<file path="config.mk">
export PLATFORM = sky130hd
export DESIGN_NAME = sum_accum
export DESIGN_NICKNAME = d
export VERILOG_FILES = /design/src/rtl/sum_accum_pkg.sv /design/src/rtl/sum_accum_add.sv /design/src/rtl/sum_accum.sv
export SDC_FILE = /design/constraint.sdc
export NUM_CORES = 1
export LEC_CHECK = 0
export BUFFER_PORTS_ARGS = -buffer_cell sky130_fd_sc_hd__buf_2
export CAP_MARGIN = 25
export CORE_MARGIN = 5
export CORE_UTILIZATION = 45
export CTS_CLUSTER_DIAMETER = 40
export DETAILED_ROUTE_END_ITERATION = 12
export PLACE_DENSITY = 0.74
export SKIP_LAST_GASP = 1
export SLEW_MARGIN = 20
export SYNTH_ARGS = -nofsm -noshare
export SYNTH_HDL_FRONTEND = slang
export SYNTH_SLANG_ARGS = --single-unit
</file>
<file path="constraint.sdc">
create_clock -name clk -period 2.6 [get_ports clk]
set_clock_uncertainty 0.1 [all_clocks]
set_input_delay 0.26 -clock clk [delete_from_list [all_inputs] [get_ports clk]]
set_output_delay 0.26 -clock clk [all_outputs]
set_load 0.01 [all_outputs]
</file>
<file path="src/rtl/sum_accum_pkg.sv">
// sum_accum_pkg: shared state encoding and default sizing for the windowed
// sample accumulator (sum_accum and its adder sub-block).
package sum_accum_pkg;

    typedef enum logic [1:0] {
        IDLE  = 2'd0,
        ACCUM = 2'd1,
        HOLD  = 2'd2
    } state_e;

    localparam int IN_W_DEF        = 5;
    localparam int NUM_SAMPLES_DEF = 4;
    localparam int ACC_W_DEF       = 7;

endpackage

</file>
<file path="src/rtl/sum_accum_add.sv">
// sum_accum_add: combinational accumulator adder. Adds the zero-extended
// sample to the running total and reports carry-out of the ACC_W-bit sum.
// Build option SUM_ACCUM_SAT_EN: when defined, a carry-out clamps the result
// to all-ones; when undefined, the result wraps modulo 2^ACC_W.
module sum_accum_add
    import sum_accum_pkg::*;
#(
    parameter int IN_W  = IN_W_DEF,
    parameter int ACC_W = ACC_W_DEF
) (
    input  logic [ACC_W-1:0] acc,
    input  logic [IN_W-1:0]  sample,
    output logic [ACC_W-1:0] acc_next,
    output logic             carry
);

    logic [ACC_W:0] sum_s;

    // Full-width add with one spare bit to expose the carry, then wrap or clamp.
    always_comb begin
        sum_s = {1'b0, acc} + {1'b0, ACC_W'(sample)};
        carry = sum_s[ACC_W];
`ifdef SUM_ACCUM_SAT_EN
        // Once clamped, acc is all-ones, so any further non-zero sample carries
        // again and the total stays pinned for the rest of the window.
        if (carry) begin
            acc_next = {ACC_W{1'b1}};
        end else begin
            acc_next = sum_s[ACC_W-1:0];
        end
`else
        acc_next = sum_s[ACC_W-1:0];
`endif
    end

endmodule

</file>
<file path="src/rtl/sum_accum.sv">
// sum_accum: accumulates NUM_SAMPLES handshaked samples into one ACC_W-bit
// total, then holds the total on a valid/ready output until taken.
// Build option SUM_ACCUM_SAT_EN selects saturating (defined) or wrapping
// (undefined) accumulation; out_ovf reports carry-out in both builds.
// rst is asynchronous active-low; flush is a synchronous window abort.
module sum_accum
    import sum_accum_pkg::*;
#(
    parameter int IN_W        = IN_W_DEF,
    parameter int NUM_SAMPLES = NUM_SAMPLES_DEF,
    parameter int ACC_W       = ACC_W_DEF
) (
    input  logic             clk,
    input  logic             rst,
    input  logic             flush,
    input  logic [IN_W-1:0]  in_sum,
    input  logic             in_valid,
    output logic             in_ready,
    output logic [ACC_W-1:0] out_total,
    output logic             out_valid,
    input  logic             out_ready,
    output logic             out_ovf,
    output logic             busy
);

    localparam int CNT_W = $clog2(NUM_SAMPLES + 1);
    // cnt holds the number of samples already in acc; the sample accepted
    // while cnt equals this value completes the window.
    localparam logic [CNT_W-1:0] LAST_CNT = CNT_W'(NUM_SAMPLES - 1);

    state_e           state_q, state_d;
    logic [ACC_W-1:0] acc_q, acc_d;
    logic [CNT_W-1:0] cnt_q, cnt_d;
    logic             ovf_q, ovf_d;
    logic             out_valid_q, out_valid_d;

    logic             accept_s;
    logic [ACC_W-1:0] sample_ext_s;
    logic [ACC_W-1:0] add_next_s;
    logic             add_carry_s;

    sum_accum_add #(
        .IN_W  (IN_W),
        .ACC_W (ACC_W)
    ) u_add (
        .acc      (acc_q),
        .sample   (in_sum),
        .acc_next (add_next_s),
        .carry    (add_carry_s)
    );

    // Handshake decode: ready depends only on state, never on out_ready.
    always_comb begin
        in_ready     = (state_q != HOLD);
        accept_s     = in_valid && in_ready;
        sample_ext_s = ACC_W'(in_sum);
    end

    // Next-state, accumulator, counter and overflow update; flush overrides all.
    always_comb begin
        state_d = state_q;
        acc_d   = acc_q;
        cnt_d   = cnt_q;
        ovf_d   = ovf_q;
        if (flush) begin
            state_d = IDLE;
            acc_d   = {ACC_W{1'b0}};
            cnt_d   = {CNT_W{1'b0}};
            ovf_d   = 1'b0;
        end else begin
            case (state_q)
                IDLE: begin
                    if (accept_s) begin
                        acc_d = sample_ext_s;
                        cnt_d = CNT_W'(1);
                        ovf_d = 1'b0;
                        if (NUM_SAMPLES == 1) begin
                            state_d = HOLD;
                        end else begin
                            state_d = ACCUM;
                        end
                    end else begin
                        state_d = IDLE;
                    end
                end
                ACCUM: begin
                    if (accept_s) begin
                        acc_d = add_next_s;
                        cnt_d = cnt_q + CNT_W'(1);
                        ovf_d = ovf_q | add_carry_s;
                        if (cnt_q == LAST_CNT) begin
                            state_d = HOLD;
                        end else begin
                            state_d = ACCUM;
                        end
                    end else begin
                        state_d = ACCUM;
                    end
                end
                HOLD: begin
                    if (out_ready) begin
                        state_d = IDLE;
                    end else begin
                        state_d = HOLD;
                    end
                end
                default: begin
                    state_d = IDLE;
                    acc_d   = {ACC_W{1'b0}};
                    cnt_d   = {CNT_W{1'b0}};
                    ovf_d   = 1'b0;
                end
            endcase
        end
        out_valid_d = (state_d == HOLD);
    end

    // State and datapath registers, cleared asynchronously by rst.
    always_ff @(posedge clk or negedge rst) begin
        if (!rst) begin
            state_q     <= IDLE;
            acc_q       <= {ACC_W{1'b0}};
            cnt_q       <= {CNT_W{1'b0}};
            ovf_q       <= 1'b0;
            out_valid_q <= 1'b0;
        end else begin
            state_q     <= state_d;
            acc_q       <= acc_d;
            cnt_q       <= cnt_d;
            ovf_q       <= ovf_d;
            out_valid_q <= out_valid_d;
        end
    end

    // Outputs come straight from registers (busy is a state decode).
    always_comb begin
        out_total = acc_q;
        out_ovf   = ovf_q;
        out_valid = out_valid_q;
        busy      = (state_q == ACCUM);
    end

endmodule

</file>
* Word level (Yosys, flattened, before mapping) *
Cells that the tools add are included.

operators by class
  add/sub/neg operators = 2
  equal/unequal tests = 8
  multiplexer cells = 18
  bitwise gates (word level) = 1
  reduce and logical (&&, ||, !) cells = 3

operator list
  cell                                                    count
  2-to-1 mux 7 bit                                        3
  case mux 7 bit (3 select lines)                         1
  2-to-1 mux 3 bit                                        3
  case mux 3 bit (3 select lines)                         1
  adder 7 x 5 -> 8 bit                                    1
  2-to-1 mux 2 bit                                        4
  case mux 2 bit (3 select lines)                         1
  equality test 2 bit (second input constant)             2
  2-to-1 mux 1 bit                                        4
  inequality test 2 bit (second input constant)           2
  adder 3 x 1 -> 3 bit (second input constant)            1
  equality test 3 x 2 -> 1 bit (second input constant)    1
  inequality test 3 x 2 -> 1 bit (second input constant)  1
  inequality test 3 bit (second input constant)           1
  case mux 1 bit (3 select lines)                         1
  AND reduction 3 bit                                     1
  equality test 2 x 1 -> 1 bit (second input constant)    1
  zero test 2 bit                                         1
  logical AND 1 bit                                       1
  bitwise OR 1 bit                                        1

storage, ports and cells
  bits in registers = 14
  input port bits = 10
  output and inout bits = 11
  word-level logic and storage cells = 37

* Longest topological paths before layout *
  word-level depth = 6
  mapped depth = 6
  mapped depth without buffers = 6

* By module *
A second synthesis with hierarchy kept.

unflattened totals
  cell total of the unflattened synthesis = 94
  area total of the unflattened synthesis = 958.4 µm²

modules (own cells, without submodules)
  module         instances  cells an instance  area each (µm²)  seq. area each (µm²)
  sum_accum      1          64                 723.2            350.3
  sum_accum_add  1          30                 235.2            0.0

* Worst setup path after synthesis *
No wires, ideal clock.

  kind = reg2reg
  from = reg acc_q[1] (netlist: out_total[1])
  to = reg acc_q[5] (netlist: out_total[5])
  library setup time = 125 ps
  arrival = 1485 ps
  data required time = 2375 ps
  slack = 890 ps
  stages on the path, launching flop included = 6
  buffers on the path = 0
  clock period less this slack = 1710 ps
  cell sequence = dfrtp_1 ha_1 a211oi_1 o21ai_1 nand2_2 mux2_4

on the way
  word-level cells in the longest chain between the ends = 4

RTL lines
  element                          line                 text
  start: declaration               sum_accum.sv:32      logic [ACC_W-1:0] acc_q, acc_d;
  start signal: assignment         sum_accum.sv:122     acc_q <= {ACC_W{1'b0}};
  adder 7 x 5 -> 8 bit             sum_accum_add.sv:21  sum_s = {1'b0, acc} + {1'b0, ACC_W'(sample)};
  2-to-1 mux 7 bit                 sum_accum.sv:87      if (accept_s) begin
  case mux 7 bit (3 select lines)  sum_accum.sv:71      case (state_q)
  2-to-1 mux 7 bit                 sum_accum.sv:65      if (flush) begin

Every way passes these cells. The select of a mux whose other input is x is not followed.
A chain may end at the register's enable or synchronous reset.

* Final worst setup path *
Same ends and word-level chain as after synthesis.

==> flow_summary.json <==
{
  "fillers": 194,
  "synth_area_leaders": "dfrtp_1 36%, ha_1 9.0%, nor2_1 4.2%",
  "period_needed_ns": 1.87,
  "cpPeakStageDelay_ns": 0.44,
  "die_width_um": 56.5,
  "overflow": 0,
  "fmax_ghz": 0.536,
  "start_kind": "register",
  "ys_seq_elements": 14,
  "yosys_warnings": 0,
  "drc": 0,
  "finalSetupViolCount": 0,
  "cts_sinks": 14,
  "placed_area_sq_mm": 0.00107,
  "status": "complete, no violations",
  "p_leak_uw": 0.000537,
  "final-max-slew-violation-count": 0,
  "worst_setup_path_end_kind": "register",
  "crit_type": "reg2reg",
  "detail_route.first_pass.iterations": 4,
  "n_antenna_cell": 0,
  "cts_resized": 0,
  "die_area_sq_mm": 0.00320,
  "tightest_slew_ns": 0.453,
  "use_met3_pct": 5.96,
  "use_met2_pct": 23.3,
  "cp.required_ns": 2.66,
  "peakVddDrop_uv": 338,
  "pin_count": 21,
  "yosysTopAreaCell": "dfrtp_1",
  "start_util_pct": 48.2,
  "drtIter0Drc": 16,
  "final_common_cell": "buf_2",
  "drtAntennaViolNets": 0,
  "post_cts_buffers": 0,
  "final_util_pct": 54.7,
  "powerDensity_mw_per_mm2": 437,
  "synth_area_sq_um": 975,
  "cp_max_fo": 4,
  "drive_above_1_share_pct": 25.6,
  "cp_top_family": "compound AO/OA/AOI/OAI gates",
  "hpwl_mm": 1.72,
  "grt_pass1_vias": 787,
  "synth.top_cell.area_share_pct": 35.9,
  "nNetsFinal": 141,
  "insertion_delay_ns": 0.28,
  "ctsRootBufferMaster": "clkbuf_4",
  "fin_tns_setup_ns": 0,
  "cts_tree": "done",
  "cts_inserted_buffers": 3,
  "synth.avg_cell_area_sq_um": 9.65,
  "finalPower_uw": 483,
  "crit_arrival_ns": 1.93,
  "holdBufCountCts": 1,
  "hold_viol_final": 0,
  "rows": 16,
  "clk_pin_slew_worst_paths_ns": 0.08,
  "die_h_um": 56.5,
  "place_congestion": 0.867,
  "grt_use_met1_pct": 19.5,
  "rsz0062_at_grt": "no",
  "design_area_sq_mm": 0.00111,
  "grt_max_degree": 15,
  "syn2layout_area_growth_pct": 13.5,
  "routed_wl_mm": 2.24,
  "fin_crit_sh_pct": 71.8,
  "grt_usage_pct": 14.9,
  "cpMaxStageDelayCell": "dfrtp_1",
  "num_vias": 827,
  "hp-class": "in2reg",
  "netlist_instances": 101,
  "cts_buffer_depth": 2,
  "ys_seq_area_share_pct": 35.9,
  "grt_pass1_wl_mm": 3.71,
  "busiest_layer": "met2",
  "drv_cap": 0,
  "htreeDepth": 1,
  "synthDistinctLibCells": 41,
  "core_sq_mm": 0.00202,
  "antenna_found_initial": 0,
  "numPortBuffers": 20,
  "wl_per_cell_um": 15.1,
  "syn_nets": 119,
  "slew_headroom_pct": 69.8,
  "layout_common_cells": "20 x buf_2, 14 x dfrtp_1, 11 x nor2_1",
  "crit_buf_inv": 0,
  "path_cells": "ha_1 > a211oi_1 > o21ai_1 > nand2_2 > mux2_4",
  "vias_per_cell": 5.59
}
-- flip-flops by register name, summed over array words and instances (netlist names) --
| register | flops |
|---|---|
| out_valid | 1 |
| out_ovf | 1 |
| cnt_q | 3 |
| state_q | 2 |
| out_total | 7 |
-- synth_stat cells, drive strengths merged --
master,n
nand3,2
a21boi,1
a2bb2oi,2
and2,1
o22ai,1
and2b,1
o21ai,6
nand3b,1
mux2,1
o22a,2
nor3,2
a22oi,2
ha,7
dfrtp,14
nand4bb,1
a41oi,1
mux2i,3
o32ai,2
nor2,12
a211oi,2
a21oi,6
o211a,1
inv,5
xor2,1
nand2b,1
fa,1
a21o,2
nor3b,3
xnor2,1
buf,4
nand2,9
nor2b,3
-- final cells by class --
type,instances,area (sq um),share of cell area (%)
flip-flops and latches,14,350,31.7
multi-input cells,78,571,51.6
clock buffers,3,22.5,2.04
well taps,27,33.8,3.05
repair buffers,21,110,9.95
inverters,5,18.8,1.70
-- worst paths after layout --
kind,start,endpoint,slack (ns),cells after the start
min in group asynchronous,rst,out_total[0]$_DFFE_PN0P_,0.30,2
max in group asynchronous,rst,state_q[1]$_DFF_PN0_,1.84,2
setup / recovery,out_total[1]$_DFFE_PN0P_,out_total[5]$_DFFE_PN0P_,0.73,5
hold reg to reg,cnt_q[1]$_DFFE_PN0P_,cnt_q[1]$_DFFE_PN0P_,0.40,2
setup reg to reg,out_total[1]$_DFFE_PN0P_,out_total[5]$_DFFE_PN0P_,0.73,5
hold / removal,flush,out_valid$_DFF_PN0_,0.18,2
-- worst reg2reg max path: stages (launching register included) --
cell	delay [ns]
dfrtp_1	0.44
ha_1	0.32
a211oi_1	0.32
o21ai_1	0.19
nand2_2	0.10
mux2_4	0.29
-- per-layer routing --
layer | vias up | wire [um]
li1 | 404 | -
met1 | 391 | 1010
met2 | 30 | 1050
met3 | 2 | 171
met4 | 0 | 13
met5 | - | 0
-- cells by family after synthesis --
| kind of cell | share of synthesized area [%] |
|---|---|
| AOI/OAI and AO/OA | 22.0 |
| muxes | 4.62 |
| buffers and inverters | 5.52 |
| xor gates and xnor gates | 1.80 |
| adders and majority gates | 11.0 |
| and+or+nand+nor | 19.1 |
| DFF | 35.9 |
-- power by group --
group / switching [uW] / internal, uW
Clock: 67.8 / 53.7
Combinational: 64.6 / 54.2
Sequential: 14.9 / 228
-- through the flow --
step / hold WS [ns] / instances / setup slack [ns]
2_1_floorplan: -0.136 / 101 / 0.890
6_report: 0.176 / 148 / 0.733
5_1_grt: 0.192 / 148 / 0.623
4_1_cts: 0.170 / 148 / 0.734
3_3_place_gp: 0.0704 / 144 / 0.793
3_5_place_dp: 0.0821 / 144 / 0.743
Note: power is estimated with default switching activity, not from simulation.
